<file path="config.mk">
export PLATFORM = sky130hd
export DESIGN_NAME = beat_sequencer_flat
export DESIGN_NICKNAME = d
export VERILOG_FILES = /design/src/rtl/beat_sequencer_pkg.sv /design/src/rtl/beat_sequencer_if.sv /design/src/rtl/beat_sequencer_tempo_divider.sv /design/src/rtl/beat_sequencer.sv /design/src/flat_wrapper.sv
export SDC_FILE = /design/constraint.sdc
export NUM_CORES = 1
export LEC_CHECK = 0
export BUFFER_PORTS_ARGS = -buffer_cell sky130_fd_sc_hd__buf_2
export CORE_MARGIN = 1
export CORE_UTILIZATION = 50
export CTS_CLUSTER_DIAMETER = 150
export DETAILED_ROUTE_END_ITERATION = 12
export PLACE_DENSITY_LB_ADDON = 0.3
export SYNTH_ARGS = -nofsm -noshare
export SYNTH_HDL_FRONTEND = slang
export SYNTH_HIERARCHICAL = 1
export SYNTH_SLANG_ARGS = --single-unit
export TNS_END_PERCENT = 30
</file>
<file path="constraint.sdc">
create_clock -name clk -period 4.6 [get_ports clk]
set_input_delay 1.38 -clock clk [delete_from_list [all_inputs] [get_ports clk]]
set_output_delay 1.38 -clock clk [all_outputs]
set_load 0.02 [all_outputs]
</file>
<file path="src/rtl/beat_sequencer_pkg.sv">
// Shared music-path definitions: sequencer state encoding and default song geometry.
package music_pkg;

  typedef enum logic [1:0] {
    IDLE  = 2'd0,
    PLAY  = 2'd1,
    PAUSE = 2'd2,
    DONE  = 2'd3
  } beat_state_t;

  localparam int BEAT_LEN_DEF = 256;
  localparam int BEAT_W_DEF   = 12;
  localparam int TEMPO_W_DEF  = 8;
  localparam int LOOP_CNT_W   = 8;

endpackage

</file>
<file path="src/rtl/beat_sequencer_if.sv">
// Control/status bundle between the game FSM (master) and the beat sequencer (slave).
// Carries loop_cnt only when BEAT_SEQ_LOOP_CNT_EN is defined.
interface beat_sequencer_if
  import music_pkg::*;
#(
  parameter int BEAT_W  = BEAT_W_DEF,
  parameter int TEMPO_W = TEMPO_W_DEF
);

  logic               en;
  logic               pause;
  logic               loop;
  logic               restart;
  logic [TEMPO_W-1:0] tempo;
  logic [BEAT_W-1:0]  ibeat;
  logic               beat_tick;
  logic               wrap;
  logic               ending;
  logic               playing;
`ifdef BEAT_SEQ_LOOP_CNT_EN
  logic [LOOP_CNT_W-1:0] loop_cnt;

  modport master (
    output en, pause, loop, restart, tempo,
    input  ibeat, beat_tick, wrap, ending, playing, loop_cnt
  );

  modport slave (
    input  en, pause, loop, restart, tempo,
    output ibeat, beat_tick, wrap, ending, playing, loop_cnt
  );
`else
  modport master (
    output en, pause, loop, restart, tempo,
    input  ibeat, beat_tick, wrap, ending, playing
  );

  modport slave (
    input  en, pause, loop, restart, tempo,
    output ibeat, beat_tick, wrap, ending, playing
  );
`endif

endinterface

</file>
<file path="src/rtl/beat_sequencer_tempo_divider.sv">
// Clock-per-beat divider: counts up to tempo and strobes adv when a beat is due.
module tempo_divider
  import music_pkg::*;
#(
  parameter int TEMPO_W = TEMPO_W_DEF
) (
  input  logic               clk,
  input  logic               rst_n,
  input  logic               clear,
  input  logic               hold,
  input  logic [TEMPO_W-1:0] tempo,
  output logic               adv
);

  logic [TEMPO_W-1:0] div;

  // >= so a tempo lowered below the running count fires on the next cycle
  assign adv = (div >= tempo);

  always_ff @(posedge clk or negedge rst_n) begin
    if (!rst_n) begin
      div <= '0;
    end else if (clear) begin
      div <= '0;
    end else if (hold) begin
      div <= div;
    end else if (adv) begin
      div <= '0;
    end else begin
      div <= div + TEMPO_W'(1);
    end
  end

endmodule

</file>
<file path="src/rtl/beat_sequencer.sv">
// Beat-index generator with tempo, one-shot/loop, pause and restart control.
// Optional loop counter output enabled by defining BEAT_SEQ_LOOP_CNT_EN.
module beat_sequencer
  import music_pkg::*;
#(
  parameter int LEN     = BEAT_LEN_DEF,
  parameter int BEAT_W  = BEAT_W_DEF,
  parameter int TEMPO_W = TEMPO_W_DEF
) (
  input  logic            clk,
  input  logic            rst_n,
  beat_sequencer_if.slave bus
);

  localparam logic [1:0]        ST_IDLE  = IDLE;
  localparam logic [1:0]        ST_PLAY  = PLAY;
  localparam logic [1:0]        ST_PAUSE = PAUSE;
  localparam logic [1:0]        ST_DONE  = DONE;
  localparam logic [BEAT_W-1:0] LAST     = BEAT_W'(LEN - 1);

  logic [1:0]        state;
  logic [1:0]        state_nxt;
  logic [BEAT_W-1:0] ibeat;
  logic [BEAT_W-1:0] ibeat_nxt;
  logic              tick_nxt;
  logic              wrap_nxt;
  logic              beat_tick;
  logic              wrap;
  logic              ending;
  logic              playing;
  logic              adv;
  logic              div_clear;
  logic              div_hold;

  tempo_divider #(.TEMPO_W(TEMPO_W)) u_div (
    .clk   (clk),
    .rst_n (rst_n),
    .clear (div_clear),
    .hold  (div_hold),
    .tempo (bus.tempo),
    .adv   (adv)
  );

  // Priority: en low, then restart, then pause, then beat advance
  always_comb begin
    state_nxt = state;
    ibeat_nxt = ibeat;
    tick_nxt  = 1'b0;
    wrap_nxt  = 1'b0;
    div_clear = 1'b0;
    div_hold  = 1'b0;
    if (!bus.en) begin
      state_nxt = ST_IDLE;
      ibeat_nxt = '0;
      div_clear = 1'b1;
    end else if (bus.restart) begin
      state_nxt = ST_PLAY;
      ibeat_nxt = '0;
      div_clear = 1'b1;
    end else begin
      case (state)
        ST_IDLE: begin
          state_nxt = ST_PLAY;
          ibeat_nxt = '0;
          div_clear = 1'b1;
        end
        ST_PLAY: begin
          if (bus.pause) begin
            state_nxt = ST_PAUSE;
            div_hold  = 1'b1;
          end else if (adv) begin
            if (ibeat < LAST) begin
              ibeat_nxt = ibeat + BEAT_W'(1);
              tick_nxt  = 1'b1;
            end else if (bus.loop) begin
              ibeat_nxt = '0;
              tick_nxt  = 1'b1;
              wrap_nxt  = 1'b1;
            end else begin
              state_nxt = ST_DONE;
            end
          end
        end
        ST_PAUSE: begin
          div_hold = 1'b1;
          if (!bus.pause) begin
            state_nxt = ST_PLAY;
          end
        end
        default: begin
          ibeat_nxt = LAST;
          div_clear = 1'b1;
        end
      endcase
    end
  end

  always_ff @(posedge clk or negedge rst_n) begin
    if (!rst_n) begin
      state     <= ST_IDLE;
      ibeat     <= '0;
      beat_tick <= 1'b0;
      wrap      <= 1'b0;
      ending    <= 1'b0;
      playing   <= 1'b0;
    end else begin
      state     <= state_nxt;
      ibeat     <= ibeat_nxt;
      beat_tick <= tick_nxt;
      wrap      <= wrap_nxt;
      ending    <= (state_nxt == ST_DONE);
      playing   <= (state_nxt == ST_PLAY);
    end
  end

  assign bus.ibeat     = ibeat;
  assign bus.beat_tick = beat_tick;
  assign bus.wrap      = wrap;
  assign bus.ending    = ending;
  assign bus.playing   = playing;

`ifdef BEAT_SEQ_LOOP_CNT_EN
  logic [LOOP_CNT_W-1:0] loop_cnt;

  // Counts completed loops, saturating so a long session never rolls back to 0
  always_ff @(posedge clk or negedge rst_n) begin
    if (!rst_n) begin
      loop_cnt <= '0;
    end else if (!bus.en || bus.restart) begin
      loop_cnt <= '0;
    end else if (wrap_nxt && (loop_cnt != {LOOP_CNT_W{1'b1}})) begin
      loop_cnt <= loop_cnt + LOOP_CNT_W'(1);
    end
  end

  assign bus.loop_cnt = loop_cnt;
`endif

endmodule

</file>
<file path="src/flat_wrapper.sv">
// flat-port wrapper written by rule: the top's interface ports become plain ports
module beat_sequencer_flat import music_pkg::*;
#(
  parameter int LEN     = BEAT_LEN_DEF,
  parameter int BEAT_W  = BEAT_W_DEF,
  parameter int TEMPO_W = TEMPO_W_DEF
)
  (clk, rst_n, bus_en, bus_pause, bus_loop, bus_restart, bus_tempo, bus_ibeat, bus_beat_tick, bus_wrap, bus_ending, bus_playing);
  beat_sequencer_if #(.BEAT_W(BEAT_W), .TEMPO_W(TEMPO_W)) bus_i ();
  input  logic clk;
  input  logic rst_n;
  input wire logic [$bits(bus_i.en)-1:0] bus_en;
  input wire logic [$bits(bus_i.pause)-1:0] bus_pause;
  input wire logic [$bits(bus_i.loop)-1:0] bus_loop;
  input wire logic [$bits(bus_i.restart)-1:0] bus_restart;
  input wire logic [$bits(bus_i.tempo)-1:0] bus_tempo;
  output wire logic [$bits(bus_i.ibeat)-1:0] bus_ibeat;
  output wire logic [$bits(bus_i.beat_tick)-1:0] bus_beat_tick;
  output wire logic [$bits(bus_i.wrap)-1:0] bus_wrap;
  output wire logic [$bits(bus_i.ending)-1:0] bus_ending;
  output wire logic [$bits(bus_i.playing)-1:0] bus_playing;
  assign bus_i.en = bus_en;
  assign bus_i.pause = bus_pause;
  assign bus_i.loop = bus_loop;
  assign bus_i.restart = bus_restart;
  assign bus_i.tempo = bus_tempo;
  assign bus_ibeat = bus_i.ibeat;
  assign bus_beat_tick = bus_i.beat_tick;
  assign bus_wrap = bus_i.wrap;
  assign bus_ending = bus_i.ending;
  assign bus_playing = bus_i.playing;
  beat_sequencer #(.LEN(LEN), .BEAT_W(BEAT_W), .TEMPO_W(TEMPO_W)) u_core (.clk(clk), .rst_n(rst_n), .bus(bus_i));
endmodule
</file>
==> out/results.txt <==
The clock transition at the register clock pins on the worst setup and hold paths after CTS was 0.09 ns. Subtracting the final worst setup slack from the clock period gives 3.48 ns. Along the worst path, the maximum fanout reaches 10. The final hold violation count was 0. Final instance count without filler cells: 264.

The end of the worst register-to-register path is u_core/bus.ibeat[7]. 30 I/O pins were placed. The depth of the worst register-to-register path was 9; the clock latency of the later-clocked register in the worst-skew pair was 0.27 ns.

For the starting density of the core, the log shows 0.535. The most instantiated library cell after synthesis is sky130_fd_sc_hd__dfrtp_1. The area added between synthesis and finish was 14.1%. Ratio of final minimum period to clock period: 0.757.

For this run, the number of Yosys warnings is 6. The synthesized design contains 26 register bits. The logs give 1 for the H-tree depth and 1.12 ns for the least setup slack across all paths after layout. The number of vias after detailed routing is 1502, and the number of buffers added by the clock tree synthesis step is 3.

The run finished with clean final reports. After routing, the total negative slack on setup checks comes to 0 ns. The critical path arrival was 3.65 ns; the antenna violation net count after detailed routing was 0. When the netlist entered floorplanning its net count stood at 216.

The logs give 0.865 ns for the post-placement worst setup slack and 6300 µm for the global-route wire length before repair. Setup slack on the worst reg-to-reg path comes out at 1.89 ns. After synthesis, the most frequently instantiated cells are sky130_fd_sc_hd__dfrtp_1 (26), sky130_fd_sc_hd__inv_1 (17), sky130_fd_sc_hd__ha_1 (14). The share of Yosys cell area claimed by the top area cell type is 0.353.

The buffer levels on the longest clock path is 2. For the number of instances in the synthesized netlist, the log shows 188. The netlist uses 58 different library cells.

The number of cells on the worst hold path is 1. The tree is rooted in a sky130_fd_sc_hd__clkbuf_8. The number of violations of the max-capacitance limit was 0. The startpoint of the worst hold path is u_core/bus.ibeat[1].

In the synthesized netlist the dominant register cell turns out to be sky130_fd_sc_hd__dfrtp_1. The number of port buffers came out at 29. The total half-perimeter wirelength after legalization and detailed placement is 2700 µm, and the overall routing resource usage is 0.198. From bottom edge to top edge, the die measures 62.7 µm. The tools report the overall power after layout as 0.514 mW. The die is 62.7 µm wide.

The element type at the critical path start was an input pin. The mean routed wirelength per cell is 13.5 µm, and the number of gates resized after cts is 0. The run gives 0 as the initial antenna violation count.

The number of global-route vias before repair is 1395. The number of flops mapped to enable cells by yosys works out to 0. Setup repair after global routing left no endpoint under its margin. Capture endpoint of the worst hold path: u_core/bus.ibeat[1]. For the violation count after the first detailed-routing iteration, the log shows 73. The critical path in this run is classified as input pin to register. The repair_antennas step left the layout with diodes totalling 0. Summed over all instances, the cell type with the most area after synthesis is sky130_fd_sc_hd__dfrtp_1. After detailed placement, the design holds a cell count of 260. The worst setup path is captured at a register. Across the VDD grid, the largest voltage drop is 0.000117 V. The proportion of register bits with asynchronous set or reset after synthesis came out at 1.00. The tightest hold margin is 0.568 ns. In this run the critical register-to-register path is launched from u_core/u_div/div[6].

In this run the static leakage power is 1.04 nW. For the number of cell rows, the log shows 21. The tree built by TritonCTS fans out to 26 sinks. For this run, design rule violations remaining after detail routing come to 0.

The run gives 0.00592 ns as the worst clock skew. TritonCTS built the clock tree. Path category of the worst min-delay check: register to register. In the post-synthesis netlist, the biggest area contributors are sky130_fd_sc_hd__dfrtp_1 (35%), sky130_fd_sc_hd__ha_1 (9.5%), sky130_fd_sc_hd__inv_1 (3.5%). At the end of the flow, the number of nets in the layout was 247.

For this design, the CTS-stage hold fixing added 0 buffers. Share of post-route cells with drive strength above 1: 0.266. For this run, the top clock speed supported by timing is 287 MHz. The die outline area is 3930 µm².

The number of setup buffers added after CTS was 0; the routed via count divided by cell count was 5.69. The global route total overflow is 0, and the final wirelength is 3560 µm. In this run the mean area of a mapped cell was 9.80 µm². The total setup violations reported at the end of the flow was 0; the global placer's final weighted congestion was 0.948. The area inside the core boundary was 3440 µm²; the number of max-slew violations in the final report was 0. Summing every instance area after synthesis gives 1840 µm². Entering global routing, the biggest net connects 27 pins. At the pin with the least slew margin, the transition time is 0.715 ns. The data required time at the worst endpoint is 4.76 ns. The total iterations of the first detailed-routing run came out at 4. The logs give 0.518 for the relative slew slack and 0.353 for the sequential share of the synthesized area. The power per cell area works out to 245 nW/µm².
## registers in the layout (all words and copies together), names as in the netlist
signal	flops
u_core/bus.wrap	1
u_core/u_div/div	8
u_core/bus.ending	1
u_core/bus.ibeat	12
u_core/bus.beat_tick	1
u_core/bus.playing	1
u_core/state	2
## area by class of cell
type,count,area [µm²]
inverters,17,63.8
flip-flops and latches,26,651
well taps,46,57.6
multi-input cells,141,1110
clock inverters,1,30.0
fillers,296,1340
repair buffers,30,153
clock buffers,3,41.3
## where the power goes
| group | internal, mW | switching, mW |
|---|---|---|
| Combinational | 0.0320 | 0.0483 |
| Sequential | 0.237 | 0.0110 |
| Clock | 0.116 | 0.0698 |
## kinds of logic (layout without fill, tap and decap cells)
group	count (synthesis)	count (layout)	synth area share
buf+inv	21	51	0.0462
simple gates	67	67	0.232
flops	26	26	0.353
compound gates	58	58	0.264
fa+ha+maj	14	14	0.0951
xor+xnor	2	2	0.00951
## through the flow
step                 util  cell area, µm²
floorplan               -            1840
global placement    0.590            2030
detailed placement  0.590            2030
CTS                 0.611            2100
global route        0.611            2100
finish              0.611            2100
## per-layer routing
| metal | part of all wire | GRT usage |
|---|---|---|
| met5 | 0 | 0 |
| met4 | 0.0037 | 0.0436 |
| met3 | 0.041 | 0.0219 |
| met2 | 0.45 | 0.303 |
| met1 | 0.50 | 0.300 |
## worst max-delay path, cell delays in order
cell and delay [ns]:
sky130_fd_sc_hd__buf_2 0.07, sky130_fd_sc_hd__inv_1 0.03, sky130_fd_sc_hd__ha_1 0.29, sky130_fd_sc_hd__and3_1 0.21, sky130_fd_sc_hd__o211ai_2 0.13, sky130_fd_sc_hd__o31ai_4 0.47, sky130_fd_sc_hd__nand3b_1 0.20, sky130_fd_sc_hd__a22o_1 0.29
sky130_fd_sc_hd__o31ai_4 0.10, sky130_fd_sc_hd__o21ai_0 0.20, sky130_fd_sc_hd__o22a_1 0.25
## cells in the final DEF (no fill, tap or decap), drive strengths merged, types with 2 or more instances in the layout
master and n:
buf 30, and3 3, nor2 8, a21o 6, nor2b 4, o31ai 5, clkbuf 3, a21oi 8
nand2 12, or3 4, a211oi 3, nand3b 4, o22a 2, and2 4, a22o 7, o21a 2
o21ai 13, nand3 5, nand4 2, ha 14, nor3 10, inv 17, a2111oi 2, dfrtp 26
nand2b 4
## how the worst max path moves through the flow
stage	from	endpoint	slack, ns	cells past startpoint
2_1_floorplan	bus_tempo[7]	u_core/bus.ibeat[7]	1.20	10
3_3_place_gp	bus_tempo[7]	u_core/bus.ibeat[7]	0.93	11
3_5_place_dp	bus_tempo[6]	u_core/bus.ibeat[7]	0.86	11
4_1_cts	bus_tempo[7]	u_core/bus.ibeat[7]	1.14	11
5_1_grt	bus_tempo[6]	u_core/bus.ibeat[7]	0.99	10
6_report	bus_tempo[7]	u_core/bus.ibeat[7]	1.12	11
Note: power is estimated with default switching activity, not from simulation.
